File: src/rtl/fetch_unit.sv
// -----------------------------------------------------------------------------
// fetch_unit
//
// Multicycle instruction fetch stage. Owns the PC, issues at most one
// outstanding instruction-memory request at a time and presents each fetched
// word downstream on a valid/ready handshake. A taken branch or jump from
// execute (pc_src/pc_target) redirects the PC and squashes any wrong-path
// fetch, including a request that has already been accepted by memory.
//
// Ports
//   clk             rising-edge clock for all state
//   reset           synchronous, active-high reset (dominant over all inputs)
//   pc_src          redirect request, sampled every cycle
//   pc_target       redirect address (low two bits ignored)
//   imem_req_valid  fetch request valid
//   imem_req_ready  memory accepts the request this cycle
//   imem_req_addr   word-aligned fetch address
//   imem_rsp_valid  response valid (one per accepted request, never same cycle)
//   imem_rsp_data   fetched instruction word
//   instr_valid     instruction available downstream
//   instr_ready     downstream consumes the instruction this cycle
//   instr           fetched instruction
//   instr_pc        address of instr
//   instr_pc_plus4  instr_pc + 4 (wraps modulo 2^XLEN)
//
// Flow without redirects: REQ -> WAIT -> HOLD -> REQ, one instruction per
// three cycles at best. DRAIN swallows the response of a request that became
// wrong-path after it was accepted.
// -----------------------------------------------------------------------------
module fetch_unit #(
  parameter int unsigned     XLEN      = 32,
  parameter logic [XLEN-1:0] RESET_PC  = '0,
  parameter logic [XLEN-1:0] NOP_INSTR = 'h13
) (
  input  logic            clk,
  input  logic            reset,
  input  logic            pc_src,
  input  logic [XLEN-1:0] pc_target,
  output logic            imem_req_valid,
  input  logic            imem_req_ready,
  output logic [XLEN-1:0] imem_req_addr,
  input  logic            imem_rsp_valid,
  input  logic [XLEN-1:0] imem_rsp_data,
  output logic            instr_valid,
  input  logic            instr_ready,
  output logic [XLEN-1:0] instr,
  output logic [XLEN-1:0] instr_pc,
  output logic [XLEN-1:0] instr_pc_plus4
);

  typedef enum logic [1:0] {
    S_REQ   = 2'd0,  // presenting a request for pc
    S_WAIT  = 2'd1,  // request accepted, response outstanding
    S_HOLD  = 2'd2,  // instruction held for downstream
    S_DRAIN = 2'd3   // wrong-path response outstanding, to be discarded
  } state_e;

  localparam logic [XLEN-1:0] PC_STEP = XLEN'(4);

  state_e          state_q, state_d;
  logic [XLEN-1:0] pc_q, pc_d;
  logic [XLEN-1:0] instr_q, instr_d;
  logic [XLEN-1:0] instr_pc_q, instr_pc_d;

  logic [XLEN-1:0] redirect_pc;

  // Targets are forced onto a word boundary; the low bits of a jump target
  // carry no meaning for a 32-bit-instruction fetch.
  assign redirect_pc = {pc_target[XLEN-1:2], 2'b00};

  // ---------------------------------------------------------------------------
  // Next-state and datapath logic
  // ---------------------------------------------------------------------------
  always_comb begin
    // NOTE: every signal written in this block gets a default first, so no
    // path through the case statements can leave one unassigned and infer a
    // latch.
    state_d    = state_q;
    pc_d       = pc_q;
    instr_d    = instr_q;
    instr_pc_d = instr_pc_q;

    case (state_q)
      S_REQ: begin
        if (imem_req_ready) begin
          state_d = S_WAIT;
        end
      end
      S_WAIT: begin
        if (imem_rsp_valid) begin
          state_d    = S_HOLD;
          instr_d    = imem_rsp_data;
          instr_pc_d = pc_q;
        end
      end
      S_HOLD: begin
        if (instr_ready) begin
          pc_d    = pc_q + PC_STEP;
          state_d = S_REQ;
        end
      end
      S_DRAIN: begin
        if (imem_rsp_valid) begin
          state_d = S_REQ;
        end
      end
      default: begin
        state_d = S_REQ;
      end
    endcase

    // A redirect overrides everything decided above. The only question left
    // is whether a memory transaction is still in flight: if so, its response
    // must be drained before the new target may be requested.
    if (pc_src) begin
      pc_d       = redirect_pc;
      instr_d    = NOP_INSTR;
      instr_pc_d = instr_pc_q;
      case (state_q)
        S_REQ:   state_d = imem_req_ready ? S_DRAIN : S_REQ;
        S_WAIT:  state_d = imem_rsp_valid ? S_REQ : S_DRAIN;
        S_HOLD:  state_d = S_REQ;
        S_DRAIN: state_d = imem_rsp_valid ? S_REQ : S_DRAIN;
        default: state_d = S_REQ;
      endcase
    end
  end

  // ---------------------------------------------------------------------------
  // State registers
  // ---------------------------------------------------------------------------
  always_ff @(posedge clk) begin
    // NOTE: clocked state uses non-blocking assignments so every register
    // samples the values from before this edge, independent of statement order.
    if (reset) begin
      state_q    <= S_REQ;
      pc_q       <= RESET_PC;
      instr_q    <= NOP_INSTR;
      instr_pc_q <= RESET_PC;
    end else begin
      state_q    <= state_d;
      pc_q       <= pc_d;
      instr_q    <= instr_d;
      instr_pc_q <= instr_pc_q == instr_pc_d ? instr_pc_q : instr_pc_d;
    end
  end

  // ---------------------------------------------------------------------------
  // Outputs
  // ---------------------------------------------------------------------------
  // Handshake valids are decoded from the state register; they are masked by
  // reset so that nothing is offered during the reset cycle, whatever state
  // the register held before it.
  assign imem_req_valid = (state_q == S_REQ)  && !reset;
  assign instr_valid    = (state_q == S_HOLD) && !reset;

  assign imem_req_addr  = pc_q;
  assign instr          = instr_q;
  assign instr_pc       = instr_pc_q;
  assign instr_pc_plus4 = instr_pc_q + PC_STEP;

  // ---------------------------------------------------------------------------
  // Protocol checks (simulation only; ignored by synthesis)
  // ---------------------------------------------------------------------------
  // A response can only legally arrive while a request is outstanding.
  rsp_only_when_outstanding: assert property (
    @(posedge clk) disable iff (reset)
      !(imem_rsp_valid && (state_q == S_REQ || state_q == S_HOLD))
  );

  // A stalled request keeps its address unless it is redirected away.
  req_addr_stable: assert property (
    @(posedge clk) disable iff (reset)
      (imem_req_valid && !imem_req_ready && !pc_src)
        |=> (imem_req_valid && $stable(imem_req_addr))
  );

  // A stalled instruction stays put unless it is squashed by a redirect.
  instr_stable: assert property (
    @(posedge clk) disable iff (reset)
      (instr_valid && !instr_ready && !pc_src)
        |=> (instr_valid && $stable(instr) && $stable(instr_pc))
  );

endmodule

File: config.mk
export PLATFORM = sky130hd
export DESIGN_NAME = fetch_unit
export DESIGN_NICKNAME = d
export VERILOG_FILES = /design/src/rtl/fetch_unit.sv
export SDC_FILE = /design/constraint.sdc
export NUM_CORES = 1
export LEC_CHECK = 0
export ABC_AREA = 0
export CAP_MARGIN = 25
export CORE_ASPECT_RATIO = 2
export CORE_UTILIZATION = 40
export CTS_CLUSTER_DIAMETER = 40
export DETAILED_ROUTE_END_ITERATION = 16
export GPL_TIMING_DRIVEN = 0
export PLACE_DENSITY = 0.81
export SETUP_SLACK_MARGIN = 0.02
export SLEW_MARGIN = 20
export SYNTH_ARGS = -nofsm -noshare
export SYNTH_HDL_FRONTEND = slang
export SYNTH_SLANG_ARGS = --single-unit
File: constraint.sdc
create_clock -name clk -period 2.06 [get_ports clk]
set_clock_uncertainty 0.1 [all_clocks]
set_input_delay 0.412 -clock clk [delete_from_list [all_inputs] [get_ports clk]]
set_output_delay 0.412 -clock clk [all_outputs]
set_load 0.05 [all_outputs]
==> results of run 1 <==
-- path summary, 6_finish.rpt --
| kind | endpoint | slack, ns | cells after the start |
|---|---|---|---|
| setup / recovery | instr_pc_plus4[29] | -0.54 | 7 |
| hold / removal | instr[5] | 0.35 | 2 |
| setup reg to reg | instr_pc[27] | -0.05 | 9 |
| hold reg to reg | instr[5] | 0.35 | 2 |
-- metrics by stage --
step / power (mW) / cell area, um2
4_1_cts: 4.745 / 8782
2_1_floorplan: 2.573 / 5921
6_report: 4.736 / 9117
3_5_place_dp: 2.944 / 8040
5_1_grt: 4.871 / 9117
3_3_place_gp: 2.924 / 8040
-- repair_timing --
| item | in CTS | in global routing |
|---|---|---|
| setup buffers | 26 | 31 |
| cloned | 3 | 0 |
| endpoints found under the setup margin | 172 | 85 |
| pin swaps | 20 | 23 |
| resized for setup | 314 | 53 |
-- cells in the final DEF, fill, tap and decap left out, types with 4 or more instances in the layout --
| cell type | synthesis | layout |
|---|---|---|
| a21oi_1 | 39 | 39 |
| buf_12 | 0 | 6 |
| dfxtp_2 | 0 | 28 |
| mux2i_1 | 34 | 34 |
| clkbuf_1 | 33 | 21 |
| a211oi_1 | 16 | 14 |
| dlygate4sd2_1 | 0 | 63 |
| and3_1 | 8 | 5 |
| nand3_1 | 30 | 18 |
| buf_2 | 3 | 4 |
| nand4_1 | 15 | 15 |
| clkbuf_2 | 1 | 8 |
| clkdlybuf4s50_1 | 0 | 85 |
| dfxtp_4 | 0 | 22 |
| xnor2_2 | 0 | 4 |
| buf_6 | 4 | 38 |
| inv_1 | 10 | 10 |
| clkbuf_16 | 0 | 9 |
| nand2b_1 | 65 | 64 |
| xnor2_1 | 72 | 51 |
| xnor2_4 | 0 | 17 |
| nor3_4 | 0 | 4 |
| nor3_2 | 0 | 4 |
| dlymetal6s2s_1 | 0 | 11 |
| nor4_4 | 0 | 7 |
| buf_4 | 4 | 49 |
| dfxtp_1 | 96 | 46 |
| nor4_2 | 0 | 4 |
| nand2_1 | 92 | 85 |
| o21ai_0 | 6 | 6 |
| nand2_2 | 0 | 4 |
| nor3_1 | 13 | 5 |
| nand3_4 | 0 | 11 |
| nor2_1 | 36 | 33 |
-- final cells by class --
type / count / area [um2]
flip-flops and latches: 96 / 2039
repair buffers: 250 / 2432
clock buffers: 10 / 229.0
clock inverters: 6 / 83.83
well taps: 150 / 187.7
inverters: 11 / 41.29
plain buffers: 43 / 244.0
multi-input cells: 480 / 3860
fillers: 962 / 3510
-- report_power, final --
group	switching [mW]	leakage (nW)	internal, mW	total (mW)
registers	0.0990	0.810	1.90	2.00
logic	0.548	2.80	0.385	0.933
clock network	0.747	0.156	1.06	1.81
total	1.39	3.76	3.34	4.74
-- cell families (layout without fill, tap and decap cells) --
kind of cell,count (synthesis),after routing
flops,96,96
fa+ha+maj,2,2
mux,34,34
compound gates,72,72
simple gates,291,291
xor+xnor,79,79
buf+inv,60,320
other cells,1,2
-- layer usage --
metal,share of wire (%),GRT usage [%],up-vias,routed length (um)
li1,-,-,2650,-
met2,56,53.76,239,10630
met4,6.4,20.77,0,1222
met3,5.5,4.972,73,1043
met1,32,26.63,2695,6135
met5,0,0,-,0
-- sequential cells by signal, summed over array words and instances (netlist names) --
signal         flops
state_q            2
instr_pc          32
imem_req_addr     30
instr             32
-- worst min-delay path, cell delays in order (launching register included) --
cell,delay (ns)
dfxtp_1,0.31
nand2_1,0.05
a21oi_1,0.05
-- cells in the mapped netlist (2+ instances only) --
library cell / count
dfxtp_1: 96
nand2_1: 92
xnor2_1: 72
nand2b_1: 65
a21oi_1: 39
nor2_1: 36
mux2i_1: 34
clkbuf_1: 33
nand3_1: 30
a211oi_1: 16
nand4_1: 15
nor3_1: 13
nor4_1: 13
inv_1: 10
and3_1: 8
xor2_1: 7
and4_1: 6
o21ai_0: 6
buf_1: 4
buf_4: 4
buf_6: 4
a311oi_1: 3
buf_2: 3
and4b_1: 2
ha_1: 2
nor2b_1: 2
nor3b_2: 2
or3_1: 2
==> summary.txt, run 1 <==
Worst setup path
  – Critical path's top delay family: simple AND/OR/NAND/NOR gates
  – Crit Path Max Fanout: 4
  – Startpoint types: register
  – Max incr delay on CP: 0.36 ns
  – Critical setup path kind: reg -> out
  – Worst path slowest cell: dfxtp_4
  – Worst reg2reg startpoint: instr_pc[4]
  – Critical Path RT: 1.55 ns
  – Setup crit start: instr_pc[7]
  – CP bufs+invs: 2
  – Critical path arrival: 2.09 ns
  – Setup crit end kind: output port
  – Crit path cell chain: and4_4 -> nand3_4 -> nor4_4 -> buf_6 -> nand3_4 -> xnor2_4 -> buf_6

Job
  – Max cap viols: 0

Global routing
  – First-pass GRT wire length: 29120 um
  – Largest net degree at the start of global routing: 16
  – Initial antenna violation count: 0
  – Global-route usage over all layers: 28.91%
  – Overflow after GRT: 0
  – Vias in the first global route: 5849

Synthesis
  – Synth warn: 0
  – Post-Synth Simple-Gate Area: 28.62%
  – Mapped cell area: 5211 um2
  – Ys async rst share: 0%
  – Flops & latches, synth: 96
  – Top FF cell, synth: dfxtp_1
  – Post-synth EDFFs: 0
  – Post-Synth XOR/XNOR Area: 13.28%
  – Synthesized area per cell: 8.207 um2
  – Multiplexer share of the synthesized area: 6.531%
  – Synth top area share: 36.88%
  – Synth top area cells: dfxtp_1 (37%), xnor2_1 (12%), nand2b_1 (7.8%)
  – Syn Inst Count: 635
  – Post-Synth Adder-Cell Area: 0.4802%
  – Area leader, netlist: dfxtp_1
  – Sequential fraction of the synthesis area: 36.88%
  – Compound-Gate Fraction of Synth Area: 8.860%
  – Synth cell types: 44
  – Largest family of logic cells by synthesized area: simple AND/OR/NAND/NOR gates

Place
  – I/O Buffers: 193
  – Routability Congestion: 0.9100
  – Post-place setup slack: -0.9984 ns
  – Placed Instances: 979
  – HPWL Detailed: 14160 um

Timing
  – Max Fclk: 384.7 MHz
  – Hold_ws: 0.3525 ns
  – Slew @ Worst Pin: 0.6302 ns
  – Final hold vios: 0
  – Crit path time final: 2.600 ns
  – Slew Limit Fails: 0
  – Slew Limit Headroom: 57.99%
  – Final period utilization: 126.2%
  – Final setup violation count: 53
  – Setup TNS: -9.170 ns
  – RSZ-0062 raised after global routing: yes
  – Setup WS post-layout: -0.5398 ns

Floorplanning
  – Initial Util: 41.27%
  – Die area: 13520 um2
  – Top Ports: 200
  – Die Height: 163.4 um
  – Die width: 82.71 um
  – CORE AREA: 12630 um2
  – Row cnt: 58

Detailed routing
  – Vias: 5657
  – Routed WL: 19040 um
  – Iter 0 DRT Violations: 269
  – Drc violations: 0
  – Antenna viol nets, final: 0
  – Avg WL per Cell: 18.20 um
  – DR vias/cell: 5.408
  – First-pass iteration count of the detailed router: 4

Finish
  – Final core occ: 72.21%
  – Fin cells: 1046
  – Final net count: 963
  – Area grow syn2layout: 74.96%
  – Share of layout cells above drive strength 1: 29.02%
  – # diodes: 0

Hold path
  – Hold Crit Class: reg -> reg
  – Worst hold path startpoint: instr[5]

Run status
  – Status: finished with violations
  – Failing checks: negative setup slack

CTS
  – CTS tree: done
  – CTS Buffer Depth: 2
  – Clock Pin Slew Worst Setup and Hold Paths: 0.07 ns
  – Clock sinks: 96
  – Worst skew pair latency: 0.35 ns
  – CTS Buf Count: 9
  – Hold Buf Count CTS: 0
  – Root Driver: clkbuf_16
  – H-Tree Depth: 3

Pwr
  – Max VDD drop: 501.2 uV
  – P_leak: 3.764 nW
  – Power per cell area: 519.4 nW/um2
Note: power is estimated with default switching activity, not from simulation.
==> inputs of run 2 (changes only) <==
- CORE_UTILIZATION: 40 -> 45
- PLACE_DENSITY: 0.81 -> 0.86
- clock period: 2.06 -> 2.9 ns (I/O delays scaled with it)
==> summary.txt, run 2 (synthesis results as in run 1) <==
Place
  – Placement Cell Area: 7535 um2 (-6.3%)
  – HPWL Detailed: 13630 um (-3.7%)
  – I/O Buffers: 193 (unchanged)
  – Routability Congestion: 0.8789 (-3.4%)

Finish
  – # diodes: 0 (unchanged)
  – Final net count: 911 (-5.4%)
  – Most frequent cells in the layout: clkdlybuf4s50_1 (167), nand2_1 (90), dfxtp_1 (80), nand2b_1 (65), xnor2_1 (58)
  – Design area: 7914 um2 (-13%)
  – Share of layout cells above drive strength 1: 12.20% (-17 points)
  – Area grow syn2layout: 51.86%
  – Commonest non-fill, non-tap cell in the layout: clkdlybuf4s50_1

Timing
  – Max Fclk: 353.0 MHz
  – Slew Limit Headroom: 61.75% (+3.8 points)
  – Final period utilization: 97.70%
  – Final setup violation count: 0 (-100%)
  – Setup TNS: 0 ns (+9.170 ns)
  – Slew Limit Fails: 0 (unchanged)
  – Final hold vios: 0 (unchanged)
  – RSZ-0062 raised after global routing: no
  – Crit path time final: 2.833 ns
  – Slew @ Worst Pin: 0.5738 ns (-0.05641 ns)

Global routing
  – Largest net degree at the start of global routing: 20 (+4)
  – Overflow after GRT: 0 (unchanged)
  – First-pass GRT wire length: 27120 um (-6.9%)
  – Initial antenna violation count: 0 (unchanged)
  – Vias in the first global route: 5584 (-4.5%)
  – Global-route usage over all layers: 28.87% (-0.041 points)

CTS
  – Worst skew pair latency: 0.35 ns (about the same)
  – Root Driver: clkbuf_16
  – CTS Buffer Depth: 2 (unchanged)
  – Clock Pin Slew Worst Setup and Hold Paths: 0.07 ns (about the same)
  – CTS Buf Count: 9 (unchanged)
  – Clock sinks: 96 (unchanged)
  – H-Tree Depth: 3 (unchanged)
  – CTS tree: done

Worst setup path
  – Setup crit end kind: output port
  – CP bufs+invs: 2 (unchanged)
  – Setup crit start: instr_pc[5]
  – Crit Path Max Fanout: 7 (+3)
  – Worst reg2reg startpoint: imem_req_addr[2]
  – Most used cell along the critical path: buf_4
  – Critical setup path kind: reg -> out
  – Critical path's top delay family: simple AND/OR/NAND/NOR gates
  – Stages on the worst setup path: 7 (unchanged)
  – Critical Path RT: 2.22 ns (+0.67 ns)
  – Internal reg-to-reg setup slack: 0.42 ns (+0.47 ns)
  – Critical path arrival: 2.15 ns (+0.06 ns)
  – End of the critical path: instr_pc_plus4[31]
  – Crit path cell chain: and4_4 -> nand3_4 -> nor4_4 -> buf_4 -> nand3_2 -> xnor2_4 -> buf_4
  – Startpoint types: register
  – R2r worst-path depth: 7 (-2)
  – RR Endpoint: imem_req_addr[24]
  – Max incr delay on CP: 0.41 ns (+0.05 ns)
  – Worst path slowest cell: dfxtp_2

Hold path
  – Hold Crit Class: reg -> reg

Floorplanning
  – Initial Util: 46.18% (+4.9 points)
  – Die area: 12040 um2 (-11%)
  – Die width: 78.10 um (-5.6%)
  – Row cnt: 55 (-5.2%)
  – Die Height: 154.2 um (-5.7%)
  – Top Ports: 200 (unchanged)
  – CORE AREA: 11290 um2 (-11%)

Pwr
  – P_leak: 2.762 nW (-27%)
  – Power per cell area: 402.6 nW/um2 (-22%)
  – Pwr Total: 3.186 mW (-33%)
  – Max VDD drop: 374.3 uV (-25%)

Job
  – Max cap viols: 0 (unchanged)

Detailed routing
  – Drc violations: 0 (unchanged)
  – First-pass iteration count of the detailed router: 5 (+1)
  – Avg WL per Cell: 17.32 um (-4.9%)
  – Antenna viol nets, final: 0 (unchanged)
  – DR vias/cell: 5.390 (-0.33%)
  – Vias: 5315 (-6.0%)
  – Routed WL: 17070 um (-10%)
  – Iter 0 DRT Violations: 253 (-5.9%)

Run status
  – Status: finished, final reports clean
==> run 2: cell types whose count changed in the layout (fill, tap and decap cells not counted), moves of 7 or more <==
cell	previous run	this run
clkdlybuf4s50_1	85	167
dlygate4sd2_1	63	7
buf_4	49	10
dfxtp_1	46	80
buf_6	38	7
dfxtp_4	22	4
dfxtp_2	28	12
xnor2_4	17	6
dlymetal6s2s_1	11	1
clkbuf_1	21	30
nor4_1	2	11
nand3_4	11	3
nor3_1	5	12
xnor2_1	51	58
==> run 2: per-stage QoR <==
stage | setup slack [ns] | hold WS, ns | instances | util (%)
3_5_place_dp | -0.8887 | 0.3496 | 971 | 66.76
6_report | 0.06681 | 0.3585 | 986 | 70.12
4_1_cts | 0.005455 | 0.3604 | 985 | 69.78
3_3_place_gp | -0.8416 | 0.3420 | 971 | 66.76
2_1_floorplan | -0.1095 | 0.5068 | 636 | -
5_1_grt | 0.01799 | 0.3803 | 986 | 70.12
==> run 2: cell type report <==
type / instances / area [um2]
Buffer: 46 / 224.0
Clock buffer: 10 / 239.0
Clock inverter: 6 / 42.54
Fill cell: 885 / 3372
Inverter: 11 / 41.29
Multi-Input combinational cell: 480 / 3328
Sequential cell: 96 / 1952
Tap cell: 142 / 177.7
Timing Repair Buffer: 195 / 1909
==> run 2: worst min-delay path, cell delays in order (launching register included) <==
cell     delay [ns]
dfxtp_1        0.31
nand2_1        0.05
a21oi_1        0.05
==> run 2: worst min-delay path by stage <==
| stage | slack, ns | startpoint | cells past startpoint | to |
|---|---|---|---|---|
| CTS | 0.36 | instr[23] | 2 | instr[23] |
| floorplan | 0.51 | instr_pc[7] | 2 | instr_pc[7] |
| global placement | 0.34 | instr[20] | 2 | instr[20] |
| global route | 0.38 | instr[13] | 2 | instr[13] |
| finish | 0.36 | instr[19] | 2 | instr[19] |
| detailed placement | 0.35 | instr[23] | 2 | instr[23] |
==> run 2: routing by layer <==
| metal | track usage [%] | share of wire (%) | routed length, um | vias to the layer above |
|---|---|---|---|---|
| met4 | 17.64 | 4.8 | 821 | 0 |
| met3 | 5.074 | 5.2 | 884 | 46 |
| met1 | 25.62 | 32 | 5521 | 2500 |
| met2 | 57.48 | 58 | 9847 | 217 |
| li1 | - | - | - | 2552 |
| met5 | 0 | 0 | 0 | - |
==> run 2: report_power, final <==
group / switching [mW] / internal (mW)
clock network: 0.526 / 0.608
logic: 0.361 / 0.265
registers: 0.0699 / 1.36
total: 0.957 / 2.23
==> run 2: what timing repair did <==
item | 4_1_cts | 5_1_grt
buffers inserted | 1 | 1
hold buffers | 0 | 0
endpoints found under the setup margin | 29 | 18
gates resized for setup | 102 | 25
pin swaps | 2 | 1
